File: src/rtl/sms_boot_loader_ctrl.sv
// Boot loader controller: zero-fills DSRAM, streams loader words into ISRAM,
// then releases the CPU (RUN) or parks in ERR on overflow/timeout.
module sms_boot_loader_ctrl #(
   parameter int DEPTH = 16384,
   parameter int AW    = 14,
   parameter int TMO   = 65535
) (
   input  logic          hclk,
   input  logic          hrst_b,
   input  logic          load_wvalid,
   input  logic [31:0]   load_wdata,
   input  logic          load_wlast,
   output logic          load_wready,
   output logic          isram_cen,
   output logic [3:0]    isram_wen,
   output logic [AW-1:0] isram_addr,
   output logic [31:0]   isram_din,
   output logic          dsram_cen,
   output logic [3:0]    dsram_wen,
   output logic [AW-1:0] dsram_addr,
   output logic [31:0]   dsram_din,
   output logic          ctrl_own,
   output logic          cpu_rst_b,
   output logic          boot_done,
   output logic          boot_err
);

   localparam logic [1:0] CLEAR = 2'd0;
   localparam logic [1:0] LOAD  = 2'd1;
   localparam logic [1:0] RUN   = 2'd2;
   localparam logic [1:0] ERR   = 2'd3;

   localparam logic [AW-1:0] LAST_ADDR = AW'(DEPTH - 1);
   localparam logic [15:0]   TMO_LAST  = 16'(TMO - 1);

   logic [1:0]    state;
   logic [AW-1:0] ld_cnt;
   logic [15:0]   tmo_cnt;
   logic          fin_run;
   logic          fin_err;
   logic          accept;

   // The final word's ISRAM write goes out while still in LOAD (fin_* pending),
   // so ownership is only handed to the CPU once that write has been issued.
   assign load_wready = (state == LOAD) && !fin_run && !fin_err;
   assign accept      = load_wvalid && load_wready;
   assign ctrl_own    = (state != RUN);
   assign boot_done   = (state == RUN);
   assign boot_err    = (state == ERR);
   assign dsram_din   = '0;

   always_ff @(posedge hclk or negedge hrst_b) begin
      if (!hrst_b) begin
         state      <= CLEAR;
         ld_cnt     <= '0;
         tmo_cnt    <= '0;
         fin_run    <= 1'b0;
         fin_err    <= 1'b0;
         dsram_cen  <= 1'b1;
         dsram_wen  <= '1;
         dsram_addr <= '0;
      end else begin
         case (state)
            CLEAR: begin
               if (!dsram_cen && (dsram_addr == LAST_ADDR)) begin
                  state      <= LOAD;
                  dsram_cen  <= 1'b1;
                  dsram_wen  <= '1;
                  dsram_addr <= '0;
                  tmo_cnt    <= '0;
               end else begin
                  dsram_cen  <= 1'b0;
                  dsram_wen  <= '0;
                  dsram_addr <= dsram_cen ? '0 : dsram_addr + AW'(1);
               end
            end
            LOAD: begin
               if (fin_run) begin
                  state <= RUN;
               end else if (fin_err) begin
                  state <= ERR;
               end else if (accept) begin
                  tmo_cnt <= '0;
                  if (load_wlast) begin
                     fin_run <= 1'b1;
                  end else if (ld_cnt == LAST_ADDR) begin
                     fin_err <= 1'b1;
                  end else begin
                     ld_cnt <= ld_cnt + AW'(1);
                  end
               end else begin
                  tmo_cnt <= tmo_cnt + 16'd1;
                  if (tmo_cnt == TMO_LAST) begin
                     state <= ERR;
                  end
               end
            end
            default: begin
            end
         endcase
      end
   end

   always_ff @(posedge hclk or negedge hrst_b) begin
      if (!hrst_b) begin
         cpu_rst_b <= 1'b0;
      end else begin
         cpu_rst_b <= (state == RUN);
      end
   end

   // Lane n of the SRAM word takes loader byte n counted from the MSB.
   always_ff @(posedge hclk or negedge hrst_b) begin
      if (!hrst_b) begin
         isram_cen  <= 1'b1;
         isram_wen  <= '1;
         isram_addr <= '0;
         isram_din  <= '0;
      end else if (accept) begin
         isram_cen  <= 1'b0;
         isram_wen  <= '0;
         isram_addr <= ld_cnt;
         isram_din  <= {load_wdata[7:0], load_wdata[15:8], load_wdata[23:16], load_wdata[31:24]};
      end else begin
         isram_cen  <= 1'b1;
         isram_wen  <= '1;
      end
   end

endmodule

File: config.mk
export PLATFORM = sky130hd
export DESIGN_NAME = sms_boot_loader_ctrl
export DESIGN_NICKNAME = d
export VERILOG_FILES = /design/src/rtl/sms_boot_loader_ctrl.sv
export SDC_FILE = /design/constraint.sdc
export NUM_CORES = 1
export LEC_CHECK = 0
export CORE_MARGIN = 1.5
export CORE_UTILIZATION = 46
export CTS_CLUSTER_DIAMETER = 100
export DETAILED_ROUTE_END_ITERATION = 7
export PLACE_DENSITY = 0.79
export SKIP_LAST_GASP = 1
export SLEW_MARGIN = 20
export SYNTH_ARGS = -nofsm -noshare
export SYNTH_HDL_FRONTEND = slang
export SYNTH_SLANG_ARGS = --single-unit
export TNS_END_PERCENT = 10
File: constraint.sdc
create_clock -name hclk -period 3.6 [get_ports hclk]
set_input_delay 0.72 -clock hclk [delete_from_list [all_inputs] [get_ports hclk]]
set_output_delay 0.72 -clock hclk [all_outputs]
set_load 0.02 [all_outputs]
==> results.txt, run 1 <==
- Pin count of the biggest net entering global routing: 61
* Post-layout min period: 3.01 ns
- The floorplan step defined a die boundary enclosing 10900 sq um.
- CTS saw 97 sinks.
* Via count: 3502
- Placement row count: 36
- The initial antenna violation count was 0.
- The longest clock path from root to sink contains 2 buffers.
- GRT Residual Overflow: 0
- Most common cell after layout, fill and taps aside: clkdlybuf4s50_1
- In this run the cell area measured after placement is 5750 sq um.
* Achievable frequency: 0.332 GHz
- Flip-flop cell with the highest count after synthesis: dfrtp_1
* DR vias/cell: 5.31
- Least-Margin Pin Slew: 0.806 ns
- DP HPWL: 7340 um
* Port Buffers: 110
- Setup violations remaining at the end of the flow were counted as 0.
- Yosys cell types: 53
- Leakage: 2.71 nW
- Router iterations before antenna repair: 4
* Post-Synthesis Cells: 421
- For this run, asynchronously set or reset flops after synthesis account for 1.00.
* Post-detailed-route wirelength per cell: 15.1 um
- For the worst setup path, the data required time is 2.88 ns.
* Max FO, Critical Path: 13
* Reg-to-Reg End: isram_din[21]$_DFFE_PN0P_
- CTS tree: done
* Top-level I/O count: 143
- CTS Root Buffer Type: clkbuf_8
* Initial Util: 0.478
* Reg-to-reg startpoint: state[1]$_DFFE_PN0P_
- Max Cap Violations: 0
- Core footprint: 9860 sq um
- Maximum level of the CTS H-tree: 3
* Status: completed
- Total inserted antenna cells: 0
* Number of remaining DRC errors: 0
* Number of hold-repair buffers added at the cts stage: 0
- Final routed wirelength across all metal layers: 9950 um
- After synthesis the netlist holds a flip-flop and latch count of 97.
- In the final layout, the share of cells above drive strength 1 is 0.127.
- Total of warnings raised by yosys: 0
* Fraction of the yosys area taken by sequential cells: 0.515
- Number of hold violations in the final report: 0
* Setup slack of the most critical reg-to-reg path: 1.10 ns
* Quantity of gates resized following cts: 0
- Endpoint arrival time on the critical path: 2.29 ns
- In this run the power density over the cells is 323 nW/um^2.
* GRT Overall Usage: 0.193
- At the end of the flow, the number of nets in the layout was 561.
* Number of global-route vias before repair: 3373
- RSZ-0062 raised after global routing: no
- At the later pin of the worst-skew pair, clock insertion delay measures 0.36 ns.
- Design area: 5960 sq um
- Worst max-slew margin expressed relative to the limit: 0.461
* Post-CTS clock slew at the launch and capture registers of the worst setup and hold paths: 0.09 ns
- Crit start category: flip-flop
- Inserted Clock Buffers: 9
- Synthesized cell area: 4720 sq um
- Area growth, synth to finish: 26.4%
- Worst min path class: in -> async
- Across the routed clock network, the largest skew measured is 0.0158 ns.
- Post-CTS setup buffer count: 0
* Number of synthesized flops with an enable pin: 0
* Highest-count cells in the layout ignoring fill and taps: clkdlybuf4s50_1 (109), dfrtp_1 (95), mux2_2 (32), conb_1 (32), nand2_1 (25)
- Avg Cell Area, Syn: 11.2 sq um
* Horizontal die dimension: 104 um
- In this run the remaining antenna-violating nets after routing total 0.
- The congestion estimate from routability-driven global placement came to 0.893.
* Height of the chip: 104 um
- Depth of the worst register-to-register path: 5
- Category of the most critical setup path: reg -> out
* Number of DRC markers after the initial detailed-route iteration: 192
* Final period util: 0.837
- The worst-case IR drop observed on VDD is 0.158 mV.
- For the final routed database, the setup TNS stands at 0 ns.
- The number of max-slew violations in the final report is 0.
* First-pass GRT wire length: 16900 um
- Critical path endpoint category: primary output
-- worst max path at each step --
stage | cells after the start | end | from | slack (ns)
final | 3 | load_wready | state[1]$_DFFE_PN0P_ | 0.59
after floorplan | 5 | dsram_addr[4]$_DFFE_PN0N_ | dsram_addr[0]$_DFFE_PN0N_ | 1.54
after global routing | 3 | load_wready | state[1]$_DFFE_PN0P_ | 0.48
after CTS | 3 | load_wready | state[1]$_DFFE_PN0P_ | 0.57
after detailed placement | 4 | isram_din[19]$_DFFE_PN0P_ | load_wvalid | 0.80
after global placement | 4 | isram_din[20]$_DFFE_PN0P_ | load_wvalid | 0.85
-- where the power goes --
group	internal (mW)	total, mW	leakage (nW)	switching, mW
logic	0.0383	0.0984	1.30	0.0601
clock network	0.360	0.725	0.103	0.365
registers	1.09	1.10	1.31	0.00856
total	1.49	1.93	2.71	0.434
-- critical path, stage by stage, from the launching register on --
cell and delay [ns]:
dfrtp_1 0.49, or4b_4 0.69, inv_2 0.14, clkdlybuf4s50_1 0.61
-- sequential cells by signal (all words and copies together), names as in the netlist --
register / flops
ld_cnt: 14
fin_err: 1
dsram_addr: 14
cpu_rst_b: 1
fin_run: 1
isram_din: 32
state: 2
isram_addr: 14
isram_wen: 1
tmo_cnt: 16
dsram_wen: 1
-- layout make-up --
type	count	area (sq um)
clock buffer	12	155
clock inverter	4	51.3
fill	813	3900
inverter	8	30.0
multi-input combinational	291	2000
sequential	97	2430
tap	133	166
timing repair buffer	114	1130
-- layer usage --
layer  wire (um)  track usage
met1        4480        0.266
met2        4710        0.299
met3         625       0.0489
met4         133       0.0605
met5           0            0
-- synth_stat cells, drive strengths merged (2+ instances only) --
cell type  instances  area (sq um)
nor3b              5          42.5
nand2b             4          25.0
nor2              15          56.3
ha                 4          50.1
inv                8          30.0
xnor2              6          52.6
nor3              14          80.1
dfstp              2          52.6
nand4             15          93.8
nor4               7          77.6
dfrtp             95          2380
nand2             26          97.6
clkbuf             8          30.0
a211o              2          17.5
or4b               2          23.8
or2                2          12.5
xor2              12           105
a31oi             13          81.3
o21ai             16          80.1
and4               3          26.3
and3              10          62.6
a21oi             10          50.1
a21o               2          15.0
nand3             19          95.1
mux2              49           552
or3                6          37.5
o211ai             2          15.0
or4                4          33.8
buf               48           347
-- logic make-up (layout without fill, tap and decap cells) --
logic type	after synthesis	count (layout)	share of synthesized area
xor+xnor	18	18	0.0334
compound gates	51	51	0.0653
simple gates	137	137	0.172
fa+ha+maj	4	4	0.0106
flops	97	97	0.515
other cells	1	32	0.000795
buf+inv	64	138	0.0862
mux	49	49	0.117
-- metrics by stage --
| step | hold WS, ns | instances | setup slack (ns) | util | power [mW] |
|---|---|---|---|---|---|
| 2_1_floorplan | 0.424 | 452 | 1.54 | - | 1.19 |
| 3_3_place_gp | 0.472 | 643 | 0.852 | 0.583 | 1.22 |
| 3_5_place_dp | 0.483 | 643 | 0.801 | 0.583 | 1.22 |
| 4_1_cts | 0.443 | 659 | 0.567 | 0.604 | 1.95 |
| 5_1_grt | 0.469 | 659 | 0.485 | 0.604 | 2.02 |
| 6_report | 0.430 | 659 | 0.585 | 0.604 | 1.93 |
No activity file was read; power rests on OpenSTA's default activity.
==> run 2, diff against run 1 <==
- CORE_UTILIZATION: 46 -> 43
- PLACE_DENSITY: 0.79 -> 0.77
- clock period: 3.6 -> 2.6 ns (I/O delays scaled with it)
==> results.txt, run 2 (synthesis results as in run 1) <==
- The flow ran to the end, and the final reports show no timing, DRC or antenna violations.
- The library cell used most frequently in the layout, excluding fill and tap cells, is clkdlybuf4s50_1.
- The initial core utilization is 0.439 (-0.0392).
* Clock tree buffer depth: 2 (unchanged)
- Router iterations before antenna repair: 5 (+1)
* Post-detailed-route wirelength per cell: 14.2 um (-5.7%)
- Worst max-slew margin expressed relative to the limit: 0.474 (+0.0137)
- Pin count of the biggest net entering global routing: 54 (-11%)
- Largest register FFs: 32 (unchanged)
* Fin nets: 566 (+0.89%)
* Placement row count: 38 (+5.6%)
- STA classifies the critical path startpoint as a flip-flop.
- Proportion of power drawn by flip-flops and latches: 0.606 (+0.033)
- The net switching power is 0.572 mW (+32%).
- The number of hold-repair buffers added at the cts stage came to 0 (unchanged).
* Setup slack of the critical path after layout: 0.215 ns (-0.370 ns)
- The power density of the placed cells is 420 nW/um^2 (+30%).
- The sum of internal, switching and leakage power was 2.52 mW (+31%).
* Number of remaining DRC errors: 0 (unchanged)
- Leakage: 2.73 nW (+0.89%)
- Post-layout min period: 2.38 ns
- Max FO, Critical Path: 13 (unchanged)
* Inserted Clock Buffers: 9 (unchanged)
* Highest-count cells in the layout ignoring fill and taps: clkdlybuf4s50_1 (108), dfrtp_1 (95), mux2_2 (32), conb_1 (32), nand2_1 (25)
- The total global routing track utilization is 0.169 (-0.0241).
- Category of the most critical setup path: reg -> out
- The path class of the tightest hold or removal check is in -> async.
* Via count: 3562 (+1.7%)
- Achievable frequency: 0.419 GHz
* First-pass GRT wire length: 15400 um (-9.2%)
* Port Buffers: 110 (unchanged)
- The worst hold margin was 0.146 ns (-0.284 ns).
* Regs by FF count: isram_din: 32 flops, tmo_cnt: 16 flops
* Final period util: 0.917
* DP HPWL: 6980 um (-4.8%)
* End-of-flow core utilization: 0.558 (-0.0467)
- The summed area of non-filler cells in the final layout is 5990 sq um (+0.50%).
- Clk Latency, worst-skew pair: 0.36 ns (about the same)
- Net Sw Frac: 0.227 (+0.00182)
- Top-level I/O count: 143 (unchanged)
- Final routed wirelength across all metal layers: 9550 um (-4.0%)
- Horizontal die dimension: 108 um (+3.3%)
* CTS Root Buffer Type: clkbuf_8
- The H-tree level count came to 3 (unchanged).
- Routability-driven placement congestion ratio: 0.891 (-0.18%)
* Core footprint: 10700 sq um (+8.9%)
- The max-capacitance violation count came to 0 (unchanged).
* Endpoints failing setup: 0 (unchanged)
* CTS tree: done
- Area growth, synth to finish: 27.0%
* Worst setup slack before clock tree synthesis: 0.273 ns (-0.528 ns)
* Fraction of layout cells with a size suffix above 1: 0.130 (+0.00257)
- The number of gates given a new drive strength after cts came to 1 (+1).
- Part of the total power dissipated in the clock network: 0.340 (-0.036)
- Internal power consumption: 1.95 mW (+30%)
- Max Slew Vio Count: 0 (unchanged)
- The clock transition at the registers of the reported paths is 0.08 ns (about the same).
- Full die area: 11600 sq um (+6.8%)
- Counting flops per register, the top entry is isram_din.
* Post-route insts no fill: 671 (+1.8%)
* Critical path endpoint category: primary output
- DR vias/cell: 5.31 (-0.11%)
- Clk sinks: 97 (unchanged)
- The die height came to 108 um (+3.3%).
- Initial antenna violation count: 0 (unchanged)
- The sum of negative setup slack came to 0 ns (unchanged).
* Post-Route Skew: 0.0180 ns (+0.00218 ns)
- Total cell area at the placement stage: 5830 sq um (+1.2%)
* Least-Margin Pin Slew: 0.785 ns (-0.0205 ns)
* Post-detailed-route count of antenna-violating nets: 0 (unchanged)
- Portion of total power attributed to combinational logic: 0.054 (+0.003)
- The number of hold violations in the final report was 0 (unchanged).
- GRT Residual Overflow: 0 (unchanged)
- Cells after DPL: 655 (+1.9%)
- Post-CTS setup buffer count: 0 (unchanged)
- RSZ-0062 raised after global routing: no
* Number of global-route vias before repair: 3327 (-1.4%)
* Worst IR Drop VDD: 0.260 mV (+64%)
* Endpoint arrival time on the critical path: 1.86 ns (-0.43 ns)
- Worst endpoint required time: 2.08 ns (-0.80 ns)
* Total inserted antenna cells: 0 (unchanged)
* Number of DRC markers after the initial detailed-route iteration: 273 (+42%)
==> run 2: cell types whose count changed in the layout (fill, tap and decap cells not counted), sizes merged <==
cell	before	now
bufinv	1	0
dlygate4sd2	0	1
clkbuf	12	14
buf	5	10
clkinvlp	1	0
clkdlybuf4s50	109	108
==> run 2: path summary, 6_finish.rpt <==
path / from / end / slack (ns) / depth (start not counted)
setup / recovery: fin_run$_DFFE_PN0N_ / load_wready / 0.22 / 3
hold / removal: hrst_b / isram_din[30]$_DFFE_PN0P_ / 0.15 / 1
setup reg to reg: dsram_addr[1]$_DFFE_PN0N_ / dsram_addr[6]$_DFFE_PN0N_ / 0.44 / 6
hold reg to reg: isram_din[6]$_DFFE_PN0P_ / isram_din[6]$_DFFE_PN0P_ / 0.49 / 1
max in group asynchronous: hrst_b / isram_wen[2]$_DFF_PN1_ / 1.72 / 2
min in group hclk: isram_din[6]$_DFFE_PN0P_ / isram_din[6]$_DFFE_PN0P_ / 0.49 / 1
==> run 2: worst max-delay path, cell delays in order, from the launching register on <==
cell and delay (ns):
dfrtp_1 0.42, or4b_4 0.63, inv_2 0.13, dlygate4sd2_1 0.33
==> run 2: layout make-up <==
class / instances / area [sq um]
repair buffers: 119 / 1190
flip-flops and latches: 97 / 2430
clock inverters: 2 / 13.8
fillers: 920 / 4750
inverters: 8 / 30.0
clock buffers: 14 / 153
multi-input cells: 291 / 2000
well taps: 140 / 175
==> run 2: per-layer routing <==
metal  routed length (um)  share of wire  track usage  up-vias
li1                     -              -            -     1654
met4                  104          0.011       0.0808        0
met5                    0              0            0        -
met2                 4610           0.48        0.277      151
met1                 4070           0.43        0.212     1745
met3                  754          0.079       0.0363       12
==> run 2: power groups by stage <==
stage / Sequential (mW) / Clock [mW] / Combinational, mW
6_report: 1.53 / 0.855 / 0.137
5_1_grt: 1.53 / 0.946 / 0.154
4_1_cts: 1.53 / 0.888 / 0.140
3_5_place_dp: 1.56 / 0 / 0.139
3_3_place_gp: 1.56 / 0 / 0.138
2_1_floorplan: 1.55 / 0 / 0.0888
